==> config.mk <==
export PLATFORM = sky130hd
export DESIGN_NAME = pool2d_engine
export DESIGN_NICKNAME = d
export VERILOG_FILES = /design/src/rtl/pool_pkg.sv /design/src/rtl/pool_out_bram.sv /design/src/rtl/pool2d_engine.sv
export SDC_FILE = /design/constraint.sdc
export NUM_CORES = 1
export LEC_CHECK = 0
export BUFFER_PORTS_ARGS = -buffer_cell sky130_fd_sc_hd__clkbuf_2
export CORE_ASPECT_RATIO = 0.5
export CORE_UTILIZATION = 30
export CTS_BUF_LIST = sky130_fd_sc_hd__clkbuf_16
export DETAILED_ROUTE_END_ITERATION = 10
export SYNTH_ARGS = -nofsm -noshare
export SYNTH_HDL_FRONTEND = slang
export SYNTH_HIERARCHICAL = 1
export SYNTH_SLANG_ARGS = --single-unit
==> constraint.sdc <==
create_clock -name clk -period 5.1 [get_ports clk]
set_input_delay 0.255 -clock clk [delete_from_list [all_inputs] [get_ports clk]]
set_output_delay 0.255 -clock clk [all_outputs]
set_load 0.05 [all_outputs]
==> src/rtl/pool_pkg.sv <==
// Shared types and sizing helpers for the 2-D pooling engine.
// Mode codes, FSM encodings, clog2 and output-geometry helpers.
package pool_pkg;

    typedef enum logic [1:0] {
        MODE_MAX = 2'd0,
        MODE_MIN = 2'd1,
        MODE_AVG = 2'd2,
        MODE_SUM = 2'd3
    } mode_e;

    typedef enum logic [2:0] {
        S_IDLE  = 3'd0,
        S_FETCH = 3'd1,
        S_DRAIN = 3'd2,
        S_WRITE = 3'd3,
        S_DONE  = 3'd4
    } state_e;

    // Never returns 0 so every derived bus is at least one bit wide.
    function automatic int clog2(input int n);
        int r;
        r = 0;
        while ((1 << r) < n) r++;
        return (r < 1) ? 1 : r;
    endfunction

    // Partial windows at the right/bottom edges are dropped.
    function automatic int out_dim(input int img, input int k, input int s);
        return (img - k) / s + 1;
    endfunction

    // 16-bit fixed-point reciprocal of K*K; the +1 makes the
    // product floor to the exact quotient for in-range sums.
    function automatic int recip(input int k);
        return 65536 / (k * k) + 1;
    endfunction

endpackage

==> src/rtl/pool_out_bram.sv <==
// Output result buffer: 1 write / 1 read synchronous RAM.
// Ports: we/waddr/wdata (FSM side), raddr -> rdata 1-cycle (inference side).
module pool_out_bram
    import pool_pkg::*;
#(
    parameter int DW    = 8,
    parameter int DEPTH = 9,
    parameter int AW    = 4
) (
    input  logic          clk,
    input  logic          rst_n,
    input  logic          we,
    input  logic [AW-1:0] waddr,
    input  logic [DW-1:0] wdata,
    input  logic [AW-1:0] raddr,
    output logic [DW-1:0] rdata
);

    logic [DW-1:0] mem [DEPTH];

    always_ff @(posedge clk) begin
        if (we) mem[waddr] <= wdata;
    end

    // Out-of-range reads return 0 rather than an undefined word.
    always_ff @(posedge clk or negedge rst_n) begin
        if (!rst_n) begin
            rdata <= '0;
        end else if ({1'b0, raddr} < (AW + 1)'(DEPTH)) begin
            rdata <= mem[raddr];
        end else begin
            rdata <= '0;
        end
    end

endmodule

==> src/rtl/pool2d_engine.sv <==
// KxK / STRIDE pooling engine over a channel-planar image in external RAM.
// Ports: start/mode in, src_* RAM read port, infer_* result read port, busy/done/curr_state.
module pool2d_engine
    import pool_pkg::*;
#(
    parameter int DATA_W = 8,
    parameter int IMG_W  = 7,
    parameter int IMG_H  = 7,
    parameter int CH     = 1,
    parameter int K      = 3,
    parameter int STRIDE = 2,
    parameter int RD_LAT = 2,
    localparam int SAW   = clog2(CH * IMG_H * IMG_W),
    localparam int OAW   = clog2(CH * out_dim(IMG_H, K, STRIDE)
                                    * out_dim(IMG_W, K, STRIDE))
) (
    input  logic              clk,
    input  logic              rst_n,
    input  logic              start,
    input  logic [1:0]        mode,
    output logic              src_rd_en,
    output logic [SAW-1:0]    src_addr,
    input  logic [DATA_W-1:0] src_rdata,
    input  logic [OAW-1:0]    infer_addr,
    output logic [DATA_W-1:0] infer_dout,
    output logic              busy,
    output logic              done,
    output logic [2:0]        curr_state
);

    localparam int OUT_W = out_dim(IMG_W, K, STRIDE);
    localparam int OUT_H = out_dim(IMG_H, K, STRIDE);
    localparam int DEPTH = CH * OUT_H * OUT_W;
    localparam int SUMW  = DATA_W + clog2(K * K);
    localparam int PW    = SUMW + 17;
    localparam int RECIP = recip(K);

    localparam logic [15:0] KM1  = 16'(K - 1);
    localparam logic [15:0] OWM1 = 16'(OUT_W - 1);
    localparam logic [15:0] OHM1 = 16'(OUT_H - 1);
    localparam logic [15:0] CHM1 = 16'(CH - 1);
    localparam logic [15:0] DLM1 = 16'(RD_LAT - 1);
    localparam logic [SUMW-1:0] SAT = SUMW'((1 << DATA_W) - 1);

    state_e state, nstate;
    mode_e  mode_q;

    logic [15:0] i_q, j_q, ox_q, oy_q, c_q, d_q;
    logic [RD_LAT-1:0] vpipe, fpipe;
    logic [SUMW-1:0] acc, din;
    logic [PW-1:0] prod;
    logic [DATA_W-1:0] result, bram_q;
    logic [OAW-1:0] waddr;
    logic go, elem_last, drain_last, last_win, fetch, wr;

    assign fetch      = (state == S_FETCH);
    assign wr         = (state == S_WRITE);
    assign go         = start && (state == S_IDLE || state == S_DONE);
    assign elem_last  = (i_q == KM1) && (j_q == KM1);
    assign drain_last = (d_q == DLM1);
    assign last_win   = (ox_q == OWM1) && (oy_q == OHM1) && (c_q == CHM1);

    always_ff @(posedge clk or negedge rst_n) begin
        if (!rst_n) state <= S_IDLE;
        else        state <= nstate;
    end

    always_comb begin
        nstate = state;
        unique case (state)
            S_IDLE, S_DONE: if (start) nstate = S_FETCH;
            S_FETCH: if (elem_last) nstate = S_DRAIN;
            S_DRAIN: if (drain_last) nstate = S_WRITE;
            S_WRITE: nstate = last_win ? S_DONE : S_FETCH;
            default: nstate = S_IDLE;
        endcase
    end

    // Window (i,j), drain (d) and output (ox,oy,c) counters.
    // All wrap to 0 so IDLE and DONE always hold a clean origin.
    always_ff @(posedge clk or negedge rst_n) begin
        if (!rst_n) begin
            mode_q <= MODE_MAX;
            i_q    <= '0;
            j_q    <= '0;
            d_q    <= '0;
            ox_q   <= '0;
            oy_q   <= '0;
            c_q    <= '0;
        end else begin
            if (go) mode_q <= mode_e'(mode);
            if (fetch) begin
                if (i_q == KM1) begin
                    i_q <= '0;
                    j_q <= (j_q == KM1) ? '0 : j_q + 16'd1;
                end else begin
                    i_q <= i_q + 16'd1;
                end
            end
            if (state == S_DRAIN) d_q <= d_q + 16'd1;
            if (wr) begin
                d_q <= '0;
                if (ox_q != OWM1) begin
                    ox_q <= ox_q + 16'd1;
                end else begin
                    ox_q <= '0;
                    if (oy_q != OHM1) begin
                        oy_q <= oy_q + 16'd1;
                    end else begin
                        oy_q <= '0;
                        c_q  <= (c_q == CHM1) ? '0 : c_q + 16'd1;
                    end
                end
            end
        end
    end

    assign src_rd_en = fetch;
    assign src_addr  = fetch ?
        SAW'(c_q) * SAW'(IMG_H * IMG_W)
        + (SAW'(oy_q) * SAW'(STRIDE) + SAW'(j_q)) * SAW'(IMG_W)
        + SAW'(ox_q) * SAW'(STRIDE) + SAW'(i_q) : '0;

    // fpipe marks the first element so the reducer reseeds per window.
    always_ff @(posedge clk or negedge rst_n) begin
        if (!rst_n) begin
            vpipe <= '0;
            fpipe <= '0;
        end else begin
            vpipe[0] <= fetch;
            fpipe[0] <= fetch && (i_q == '0) && (j_q == '0);
            for (int k = 1; k < RD_LAT; k++) begin
                vpipe[k] <= vpipe[k-1];
                fpipe[k] <= fpipe[k-1];
            end
        end
    end

    assign din = {{(SUMW - DATA_W){1'b0}}, src_rdata};

    always_ff @(posedge clk or negedge rst_n) begin
        if (!rst_n) begin
            acc <= '0;
        end else if (vpipe[RD_LAT-1]) begin
            if (fpipe[RD_LAT-1]) begin
                acc <= din;
            end else begin
                unique case (mode_q)
                    MODE_MAX: if (din > acc) acc <= din;
                    MODE_MIN: if (din < acc) acc <= din;
                    default:  acc <= acc + din;
                endcase
            end
        end
    end

    always_comb begin
        prod   = PW'(acc) * PW'(RECIP);
        result = acc[DATA_W-1:0];
        if (mode_q == MODE_AVG) begin
            result = DATA_W'(prod >> 16);
        end else if (mode_q == MODE_SUM && acc > SAT) begin
            result = '1;
        end
    end

    assign waddr = OAW'(c_q) * OAW'(OUT_H * OUT_W)
                 + OAW'(oy_q) * OAW'(OUT_W) + OAW'(ox_q);

    pool_out_bram #(
        .DW   (DATA_W),
        .DEPTH(DEPTH),
        .AW   (OAW)
    ) u_obuf (
        .clk  (clk),
        .rst_n(rst_n),
        .we   (wr),
        .waddr(waddr),
        .wdata(result),
        .raddr(infer_addr),
        .rdata(bram_q)
    );

    assign busy       = fetch || (state == S_DRAIN) || wr;
    assign done       = (state == S_DONE);
    assign infer_dout = done ? bram_q : '0;
    assign curr_state = state;

endmodule

# Word level (Yosys, flattened, before mapping)
# Memories as Yosys holds them, arrays and structs flattened.
# Cells that the tools add are included.
[classes]
n_div = 0
shifts = 0
n_lt_le_gt_ge = 4
n_bitwise = 2
reduce_logical = 22
addsub = 13
multipliers = 5
n_eq_ne = 19
mux = 23
[ops]
columns = ["cell", "n"]
rows = [
  ["$mux 16", 7],
  ["$add 16x1->16 const B", 6],
  ["$eq 16x2->1 const B", 4],
  ["$logic_not 16->1", 3],
  ["$mux 12", 3],
  ["$mux 8", 4],
  ["$ne 16x2->1 const B", 2],
  ["$add 6x6->6", 4],
  ["$pmux 12 s2", 1],
  ["$mul 12x12->23 const B", 1],
  ["$eq 16x1->1 const B", 1],
  ["$add 12x8->12", 1],
  ["$gt 12x8->1 const B", 1],
  ["$gt 8x12->1", 1],
  ["$lt 8x12->1", 1],
  ["$mux 3", 4],
  ["$pmux 3 s4", 1],
  ["$reduce_and 3->1", 3],
  ["$add 4x4->4", 2],
  ["$logic_and 1x1->1", 7],
  ["$eq 3x2->1 const B", 2],
  ["$mul 6x3->6 const B", 1],
  ["$mul 6x5->6 const B", 1],
  ["$mux 6", 1],
  ["17 further kinds", 26],
]
[word_totals]
mem_count = 1
out_inout_bits = 20
inputBits = 17
latchBits = 0
word_cells = 101
ff_bits = 125
ram_bits = 72
rom_bits = 0
[memory_table]
columns = ["name", "words", "word_bits", "read_ports", "rd_clocked_by_memory_dff", "write_ports", "line", "rtl"]
rows = [
  ["u_obuf.mem", 9, 8, 1, 0, 1, "pool_out_bram.sv:19", "logic [DW-1:0] mem [DEPTH];"],
]

# Depth between registers and ports, before layout
[logic_depth]
word_depth = 6
ltp_mapped = 20

# By module
# Netlist, hierarchy kept.
[modules_own_cells]
columns = ["mod", "area_per_inst_um2", "n_inst", "cells_each"]
rows = [
  ["pool2d_engine", 9730.6, 1, 1007],
  ["pool_out_bram", 3104.2, 1, 164],
]

# Worst setup path after synthesis
# No wires, ideal clock.
[synth_path]
path_type = "register to output"
startpoint = "register oy_q[0]"
endpoint = "output port src_addr[5]"
path_stages_with_launch = 21
arrival_ns = 5.820
slack_ns = -0.975
n_path_buf = 0
required_time_ns = 4.845
path_cell_list = "dfrtp_1 -> ha_1 -> inv_1 -> fa_1 -> xnor2_1 -> inv_1 -> fa_1 -> ha_1 -> inv_1 -> fa_1 -> fa_1 -> fa_1 -> inv_1 -> ha_1 -> fa_1 -> xnor2_1 -> xnor2_1 -> xnor2_1 -> xnor3_1 -> xnor2_1 -> nor2_1"
[synth_via]
elab_chain_len = 6
[synth_lines]
columns = ["item", "line", "rtl"]
rows = [
  ["from (decl)", "pool2d_engine.sv:48", "logic [15:0] i_q, j_q, ox_q, oy_q, c_q, d_q;"],
  ["from (signal assigned)", "pool2d_engine.sv:108", "oy_q <= oy_q + 16'd1;"],
  ["$add 6x6->6", "pool2d_engine.sv:121", "+ (SAW'(oy_q) * SAW'(STRIDE) + SAW'(j_q)) * SAW'(IMG_W)"],
  ["$mul 6x3->6", "pool2d_engine.sv:121", ""],
  ["$add 6x6->6", "pool2d_engine.sv:121", ""],
  ["$add 6x6->6 (2 in a row)", "pool2d_engine.sv:122", "+ SAW'(ox_q) * SAW'(STRIDE) + SAW'(i_q) : '0;"],
  ["$mux 6", "pool2d_engine.sv:119", "assign src_addr = fetch ?"],
  ["to (decl)", "pool2d_engine.sv:22", "output logic [SAW-1:0] src_addr,"],
]
# Every way passes these cells.

# Worst setup path after layout
[layout_path]
startpoint = "register j_q[1]"
endpoint = "output port src_addr[5]"
[layout_via]
elab_chain_len = 6
[layout_lines]
columns = ["item", "line", "rtl"]
rows = [
  ["from (decl)", "pool2d_engine.sv:48", ""],
  ["from (signal assigned)", "pool2d_engine.sv:95", "j_q <= (j_q == KM1) ? '0 : j_q + 16'd1;"],
  ["$add 6x6->6", "pool2d_engine.sv:121", ""],
  ["$mul 6x3->6", "pool2d_engine.sv:121", ""],
  ["$add 6x6->6", "pool2d_engine.sv:121", ""],
  ["$add 6x6->6 (2 in a row)", "pool2d_engine.sv:122", ""],
  ["$mux 6", "pool2d_engine.sv:119", ""],
]
# Every way passes these cells.

==> results.tsv <==
stage	metric	value	unit
outcome	status	complete, but fails checks	
outcome	failing checks	setup timing	
hold_path	HP Class	in -> reg	
route	routed wire length	27440	um
sta	relative slew slack	0.3215	
sta	Setup TNS	-0.8087	ns
final_layout	Final Non-Filler Cells	1873	
critical_path	Crit. End Element	output port	
route	Vias	8787	
synthesis	synth cell count leaders	ha_1, dfrtp_1, inv_1	
synthesis	net count after synthesis	1374	
sta	Min Hold Slack	0.03972	ns
clock_network	H-tree Lvls	4	
final_layout	antenna cell count	0	
critical_path	most frequent CP cell	fa_1	
synthesis	#FFs+latches synth	197	
critical_path	crit path cell chain	ha_2 > inv_2 > fa_2 > fa_1 > ha_4 > inv_2 > fa_1 > fa_1 > fa_1 > inv_1 > ha_2 > fa_2 > xnor2_2 > xnor2_1 > xnor2_1 > xnor3_1 > xnor2_2 > nor2_4 > buf_12	
sta	final hold vios	0	
synthesis	ranking of synthesized cells by area	dfrtp_1, edfxtp_1, ha_1	
sta	RSZ-0062 raised after global routing	yes	
critical_path	family with the most delay on the worst path	adder cells	
global_route	vias in the first global route	8847	
die	Die H	148.3	um
place	# port buffers	36	
route	DRC	0	
sta	Setup Viol. Count Final	2	
place	RD Place Congestion	0.8482	
clock_network	CTS sink cnt	197	
global_route	initial antenna violation count	0	
global_route	first-pass GRT wire length	45710	um
global_route	Total GRT Usage	0.1315	
critical_path	CP required	4.85	ns
place	HPWL after DPL	20200	um
clock_network	Clk pin slew, worst setup/hold paths	0.08	ns
critical_path	startpoint types	flop	
synthesis	count of mapped cells out of synthesis	1171	
final_layout	layout cells sized above 1	0.1674	
route	Iter 0 DRT Violations	383	
flow_run	maxcap violations	0	
route	drt wl/cell	14.65	um
synthesis	top cell type's share of synthesized area	0.2437	
synthesis	number of synthesized flops with an enable pin	72	
clock_network	TritonCTS clock tree	built	
synthesis	Cell Area, Synth	12830	um2
critical_path	critical path's largest stage delay	0.54	ns
critical_path	crit-path max FO	4	
sta	slew of the pin with the lowest slew margin	1.018	ns
die	die area	43660	um2
die	I/O pins	37	
synthesis	register area share after synthesis	0.4122	
global_route	total grt overflow	0	
sta	final worst slack	-0.7518	ns
sta	Tcrit/Tclk final	1.147	
sta	Worst Skew	0.01274	ns
synthesis	Synth Area per Inst	10.96	um2
final_layout	final core utilization	0.3574	
sta	FMAX	170.9	MHz
clock_network	total CTS buffers	17	
synthesis	cell taking the most area after synthesis	dfrtp_1	
die	Site Rows	53	
clock_network	CTS Buffer Depth	2	
critical_path	Arr. time, crit path	5.60	ns
clock_network	clock latency on the worst-skew pair	0.45	ns
critical_path	slowest CP cell	fa_1	
place	placed cells	1833	
final_layout	fin nets	1486	
clock_network	root buf cell	clkbuf_16	
die	Initial Utilization	0.3048	
route	Vias/cell	4.691	
final_layout	Layout area overhead	17.26	%
route	Pre-antenna DRT Iters	5	
critical_path	WS Path Type	reg -> out	
synthesis	Main synth FF type	dfrtp_1	
synthesis	cell with the most instances after synthesis	ha_1	
die	core area	42110	um2
die	die width	294.5	um
route	Antenna Nets Post-Route	0	
critical_path	WP buf/inv	4	
synthesis	Distinct cells, synth	75	
synthesis	ys async rst share	0.6345	
global_route	largest net degree at the start of global routing	71	
sta	max-slew violations	0	
sta	Tmin final	5.852	ns
synthesis	Yosys warnings	6	
[path summary, 6_finish.rpt]
kind / start / end / slack, ns / cells past startpoint
max in group asynchronous: rst_n / acc[1] / 3.48 / 3
worst min register to register: fpipe[0] / fpipe[1] / 0.35 / 0
min in group asynchronous: rst_n / u_obuf/rdata[4] / 0.34 / 2
worst max-delay path: j_q[1] / src_addr[5] / -0.75 / 19
worst max register to register: acc[3] / u_obuf/mem[8][3] / 0.15 / 18
worst min-delay path: start / curr_state[2] / 0.04 / 2
[worst register-to-register path: stages (launching register included)]
cell      delay [ns]
dfrtp_1         0.38
buf_4           0.14
fa_2            0.50
ha_4            0.29
inv_2           0.04
fa_1            0.50
inv_1           0.05
fa_1            0.50
inv_1           0.05
fa_1            0.51
inv_2           0.05
ha_4            0.22
nor2_4          0.09
a211oi_2        0.06
a221oi_2        0.35
buf_4           0.18
a211oi_2        0.07
or4_4           0.54
o211a_4         0.18
[routing by layer]
metal / up-vias / global-route usage / share of wire
li1: 4344 / - / -
met3: 30 / 0.02227 / 0.024
met2: 89 / 0.2177 / 0.48
met4: 0 / 0.03620 / 0.016
met1: 4324 / 0.1778 / 0.48
met5: - / 0 / 0
[kinds of logic after synthesis]
family | synth area share
muxes | 0.03782
AOI/OAI and AO/OA | 0.07545
adders and majority gates | 0.2082
xor gates and xnor gates | 0.07136
DFF | 0.4122
and+or+nand+nor | 0.1471
buffers and inverters | 0.04786
[registers in the layout (all words and copies together) (netlist names), 12 cells and up]
| name | count |
|---|---|
| d_q | 16 |
| i_q | 16 |
| oy_q | 16 |
| j_q | 16 |
| c_q | 16 |
| ox_q | 16 |
| u_obuf/mem | 72 |
| acc | 12 |
[per-stage QoR]
stage                     setup WS [ns]  cell area (um2)
final                           -0.7518            15050
after global routing             -1.010            15050
after CTS                       -0.8210            14830
after detailed placement        -0.4348            14190
after global placement          -0.3296            14190
after floorplan                 -0.3674            12870
[layout make-up]
cell class	instances	area, um2
fill	4133	27060
multi-input combinational	831	7171
sequential	197	5291
timing repair buffer	115	829.5
tap	577	721.9
inverter	121	459.2
clock buffer	17	425.4
clock inverter	15	152.6
[layout by cell type, fill, tap and decap left out, types with 16 or more instances in the layout]
cell,Yosys,layout
ha_1,140,132
dfrtp_1,125,124
inv_1,119,115
nand2_1,93,93
buf_4,3,77
xnor2_1,80,76
edfxtp_1,72,72
nor2_1,65,62
o21ai_0,52,51
fa_1,46,43
clkbuf_2,0,33
and3_1,27,27
nand3_1,27,27
nand4_1,25,25
xor2_1,22,22
a21oi_1,26,22
nor4_1,23,21
mux2i_1,20,20
clkbuf_16,0,18
nor2b_1,16,16
[what timing repair did]
item | in CTS | in global routing
gates cloned | 0 | 1
setup buffers | 0 | 6
gates resized for setup | 11 | 30
endpoints found under the setup margin | 56 | 74
hold endpoints to repair | 69 | 0
pin swaps | 7 | 13
hold buffers | 1 | 0
Power is left out: the tool's default activity adds up to more than one toggle a clock period on the data nets, which glitch-free logic cannot reach.
